`config.mk`:
```
export PLATFORM = sky130hd
export DESIGN_NAME = univ_shift_reg
export DESIGN_NICKNAME = d
export VERILOG_FILES = /design/src/rtl/usr_pkg.sv /design/src/rtl/usr_bit_counter.sv /design/src/rtl/univ_shift_reg.sv
export SDC_FILE = /design/constraint.sdc
export NUM_CORES = 1
export LEC_CHECK = 0
export ABC_AREA = 1
export CORE_AREA = 10 10 47 49
export DETAILED_ROUTE_END_ITERATION = 8
export DIE_AREA = 0 0 57 59
export GPL_ROUTABILITY_DRIVEN = 0
export HOLD_SLACK_MARGIN = 0.03
export PLACE_DENSITY = 0.54
export SLEW_MARGIN = 10
export SYNTH_ARGS = -nofsm -noshare
export SYNTH_HDL_FRONTEND = slang
export SYNTH_HIERARCHICAL = 1
export SYNTH_SLANG_ARGS = --single-unit
```
`constraint.sdc`:
```
create_clock -name clk -period 0.8 [get_ports clk]
set_input_delay 0.16 -clock clk [delete_from_list [all_inputs] [get_ports clk]]
set_output_delay 0.16 -clock clk [all_outputs]
set_load 0.02 [all_outputs]
```
`src/rtl/usr_pkg.sv`:
```
// Shared types and constants for the universal shift register.
package usr_pkg;

  localparam int USR_MODE_W = 2;

  typedef enum logic [USR_MODE_W-1:0] {
    USR_HOLD = 2'b00,
    USR_SHR  = 2'b01,
    USR_SHL  = 2'b10,
    USR_LOAD = 2'b11
  } usr_mode_e;

endpackage

```
`src/rtl/usr_bit_counter.sv`:
```
// Shift counter and end-of-word pulse; a load clears the count and suppresses the pulse.
module usr_bit_counter #(
  parameter int WIDTH = 4,
  parameter int CNT_W = $clog2(WIDTH)
) (
  input  logic             clk,
  input  logic             rst,
  input  logic             shift,
  input  logic             load,
  output logic [CNT_W-1:0] bit_cnt,
  output logic             word_done
);

  localparam logic [CNT_W-1:0] LAST = CNT_W'(WIDTH - 1);

  // Stage p0: count register and registered end-of-word pulse
  always_ff @(posedge clk or negedge rst) begin
    if (!rst) begin
      bit_cnt   <= '0;
      word_done <= 1'b0;
    end else begin
      word_done <= 1'b0;
      if (load) begin
        bit_cnt <= '0;
      end else if (shift) begin
        if (bit_cnt == LAST) begin
          bit_cnt   <= '0;
          word_done <= 1'b1;
        end else begin
          bit_cnt <= bit_cnt + CNT_W'(1);
        end
      end
    end
  end

endmodule

```
`src/rtl/univ_shift_reg.sv`:
```
// Universal shift register: hold / shift right / shift left / parallel load.
// Define USR_CNT_EN to build in the bit counter and word_done pulse.
module univ_shift_reg
  import usr_pkg::*;
#(
  parameter int WIDTH = 4
) (
  input  logic                     clk,
  input  logic                     rst,
  input  logic                     en,
  input  logic [USR_MODE_W-1:0]    mode,
  input  logic                     sin_r,
  input  logic                     sin_l,
  input  logic [WIDTH-1:0]         pdata_in,
  output logic [WIDTH-1:0]         pdata_out,
  output logic                     sout_r,
  output logic                     sout_l,
  output logic [$clog2(WIDTH)-1:0] bit_cnt,
  output logic                     word_done
);

  logic [WIDTH-1:0] shreg_p0;

  // Stage p0: data register
  always_ff @(posedge clk or negedge rst) begin
    if (!rst) begin
      shreg_p0 <= '0;
    end else if (en) begin
      case (usr_mode_e'(mode))
        USR_SHR:  shreg_p0 <= {sin_r, shreg_p0[WIDTH-1:1]};
        USR_SHL:  shreg_p0 <= {shreg_p0[WIDTH-2:0], sin_l};
        USR_LOAD: shreg_p0 <= pdata_in;
        default:  shreg_p0 <= shreg_p0;
      endcase
    end
  end

  assign pdata_out = shreg_p0;
  assign sout_r    = shreg_p0[0];
  assign sout_l    = shreg_p0[WIDTH-1];

`ifdef USR_CNT_EN
  logic shift;
  logic load;

  always_comb begin
    shift = 1'b0;
    load  = 1'b0;
    if (en) begin
      shift = (usr_mode_e'(mode) == USR_SHR) || (usr_mode_e'(mode) == USR_SHL);
      load  = (usr_mode_e'(mode) == USR_LOAD);
    end
  end

  usr_bit_counter #(
    .WIDTH (WIDTH),
    .CNT_W ($clog2(WIDTH))
  ) u_cnt (
    .clk       (clk),
    .rst       (rst),
    .shift     (shift),
    .load      (load),
    .bit_cnt   (bit_cnt),
    .word_done (word_done)
  );
`else
  assign bit_cnt   = '0;
  assign word_done = 1'b0;
`endif

endmodule

```
# ---- Word-level counts from Yosys, hierarchy flattened
# Cells that the tools add are included.
# Widths: inputs -> output; s select.
dict set report word_totals {
  input_bits 11
  elab_cells 7
  reg_bits 4
  output_inout_bits 9
}
dict set report op_classes {
  n_eq_ne 3
  reduce_logical 2
  mux 1
}
# op count
set op_table {}
lappend op_table {{$pmux 4 s3} 1}
lappend op_table {{$eq 2x2->1 const B} 2}
lappend op_table {{$reduce_bool 3->1} 1}
lappend op_table {{$eq 2x1->1 const B} 1}
lappend op_table {{$reduce_and 2->1} 1}

# ---- Longest topological paths before layout
dict set report logic_depth {
  depth_word 3
  depth_mapped 6
}

# ---- Worst setup path after synthesis
# OpenSTA, ideal clock, no wires.
dict set report synth_path {
  kind {flip-flop to flip-flop}
  start {register shreg_p0[0] (netlist: pdata_out[0])}
  end {register shreg_p0[1] (netlist: pdata_out[1])}
  arrival_ps 709
  setup_slack_ps -25
  stages_incl_launch_ff 5
  period_less_slack_ps 825
  setup_ps 116
  required_time_ps 684
  cell_sequence {dfrtp_1 nand3_1 nand3_1 nand2_1 nand2_1}
}
dict set report synth_via {
  elab_chain_cells 1
}
# element line
set synth_lines {}
lappend synth_lines {{start, declared} univ_shift_reg.sv:22} ;# logic [WIDTH-1:0] shreg_p0;
lappend synth_lines {{start signal, assigned} univ_shift_reg.sv:30} ;# USR_SHR: shreg_p0 <= {sin_r, shreg_p0[WIDTH-1:1]};
lappend synth_lines {{start signal, assigned} univ_shift_reg.sv:31} ;# USR_SHL: shreg_p0 <= {shreg_p0[WIDTH-2:0], sin_l};
lappend synth_lines {{start signal, assigned} univ_shift_reg.sv:32} ;# USR_LOAD: shreg_p0 <= pdata_in;
lappend synth_lines {{$pmux 4 s3} univ_shift_reg.sv:29} ;# case (usr_mode_e'(mode))
# Every way passes these cells.
# A chain may end at the register's enable or synchronous reset.

# ---- Final worst setup path
dict set report layout_path {
  start {register shreg_p0[3] (netlist: pdata_out[3])}
  end {output port sout_l}
}
# element line
set layout_lines {}
lappend layout_lines {{end, declared} univ_shift_reg.sv:17} ;# output logic sout_l,
# No word-level cell between the ends.

==> impl_metrics.ini <==
[run_status]
status = complete, but fails checks
violations = negative setup slack

[hold_path]
hp-class = in -> async

[detailed_routing]
dr.pass1.iters = 1
drt-wirelength-per-cell_um = 12.3
wirelength_um = 980
via_per_inst = 4.08
antenna_left = 0
drc = 0
vias = 326
first_iter_violations = 0

[cells_and_area]
diodes = 0
area_growth_pct = 81.7
final_common_cell = nand2_1
regArea_um2 = 105
layout-drive-gt1-share = 0.406
largest_register_ffs = 4
layout.cells.non_filler = 80
utilization = 0.389
fillers = 154
multi_input_area_um2 = 165
layout.nets = 77
mostFrequentLayoutCells = nand2_1 (15), nand3_1 (9), buf_6 (9), clkdlybuf4s50_1 (8), dfrtp_2 (4)

[yosys]
syn_avg_cell_area_um2 = 6.98
synth_cell_types = 9
synth_seq_cells = 4
synth_area_um2 = 300
ys_warn_count = 6
ys_seq_area_frac = 0.333
synth_cells = 43

[die]
coreArea_um2 = 1400
die_h_um = 59
rows = 14
start_util = 0.214
die_w_um = 57
io_pins = 20
die_area_um2 = 3360

[clock_tree]
clkLatencyLatePin_ns = 0.23
cts_tree = yes
ctsHtreeMaxLevel = 1
numCtsBuffers = 3
cts_root_buffer = clkbuf_4
clk_pin_slew_worst_paths_ns = 0.04
cts_buffer_depth = 2
cts.sinks = 4
hold_buffers = 0

[global_routing]
grt_usage = 0.0599
grt_pass1_vias = 366
antenna_found_initial = 0
grt_pass1_wl_mm = 1.59
grt.overflow.total = 0
grt_max_degree = 7

[sta]
fin_tns_setup_ns = -1.19
final.setup_skew_ns = 0.000335
holdWs_ns = 0.134
fin_ws_ns = -0.146
period_share = 1.18
layout_min_cycle_time_ns = 0.946
rsz0062_at_grt = yes
fmax_ghz = 1.06
final_max_slew_viol_count = 0
setup_violations = 10
hold_viol_final = 0

[critical_path]
cpPeakStageDelay_ns = 0.42
worstPathRequired_ns = 0.64
critical-path-top-delay-family = flip-flops
end_kind = primary output
crit_arrival_ns = 0.79
crit_fanout = 3
critPathBufInv = 1
slowest_stage = dfrtp_2
startpoint_type = flop
crit_chain = buf_6
path_class = reg -> out

[run]
maxCapViolCount = 0

[placed_design]
place_inst = 77
numPortBuffers = 16
hpwl_um = 787
place_ws_ns = -0.507

[pwr]
leakage_uw = 0.000276
max-vdd-ir-drop_uv = 641
power_density_nw_per_um2 = 1730
kinds of logic after synthesis:
group,after synthesis,share of synthesized area
simple gates,28,0.400
other cells,1,0.0125
flops,4,0.333
compound gates,1,0.0542
buf+inv,9,0.200
final timing paths:
check / startpoint / to / slack [ns] / depth (start not counted)
worst max-delay path: pdata_out[3] / sout_l / -0.15 / 1
worst min-delay path: rst / pdata_out[0] / 0.13 / 1
worst max register to register: pdata_out[0] / pdata_out[1] / -0.11 / 5
worst min register to register: pdata_out[2] / pdata_out[2] / 0.61 / 3
max in group asynchronous: rst / pdata_out[3] / 0.48 / 1
min in group clk: mode[1] / pdata_out[2] / 0.53 / 4
metal layers:
layer | global-route usage | wire [µm] | vias up
li1 | - | - | 172
met1 | 0.0650 | 443 | 141
met2 | 0.0946 | 449 | 13
met3 | 0.0236 | 87 | 0
met4 | 0.0403 | 0 | 0
met5 | 0 | 0 | -
cell usage after synthesis:
cell / instances / area share
dfrtp_1: 4 / 0.33
inv_1: 1 / 0.012
nand2_1: 16 / 0.20
buf_6: 1 / 0.037
conb_1: 1 / 0.012
buf_4: 5 / 0.13
o21ai_4: 1 / 0.054
nand3_1: 12 / 0.20
inv_2: 2 / 0.025
metrics by stage:
step	instance area [µm²]	total power, µW
final	546	942
after global routing	546	1010
after CTS	528	947
after detailed placement	489	660
after global placement	489	666
after floorplan	313	463
what timing repair did:
action                                  in CTS  in global routing
cloned                                       0                  0
setup buffers                                0                  0
endpoints found under the setup margin      10                 10
pin swaps                                    3                  7
gates resized for setup                     41                  4
layout make-up:
cell class	count	share of cell area
inverter	3	0.0206
sequential	4	0.193
timing repair buffer	22	0.406
multi-input combinational	32	0.303
tap	16	0.0367
clock buffer	3	0.0413
report_power, final:
group          switching [µW]  total (µW)  internal (µW)  leakage, µW
Combinational             196         423            226     0.000216
Clock                    75.2         243            167    0.0000138
Sequential               34.3         277            242    0.0000460
Total                     306         942            636     0.000276
Note: power is estimated with default switching activity, not from simulation.
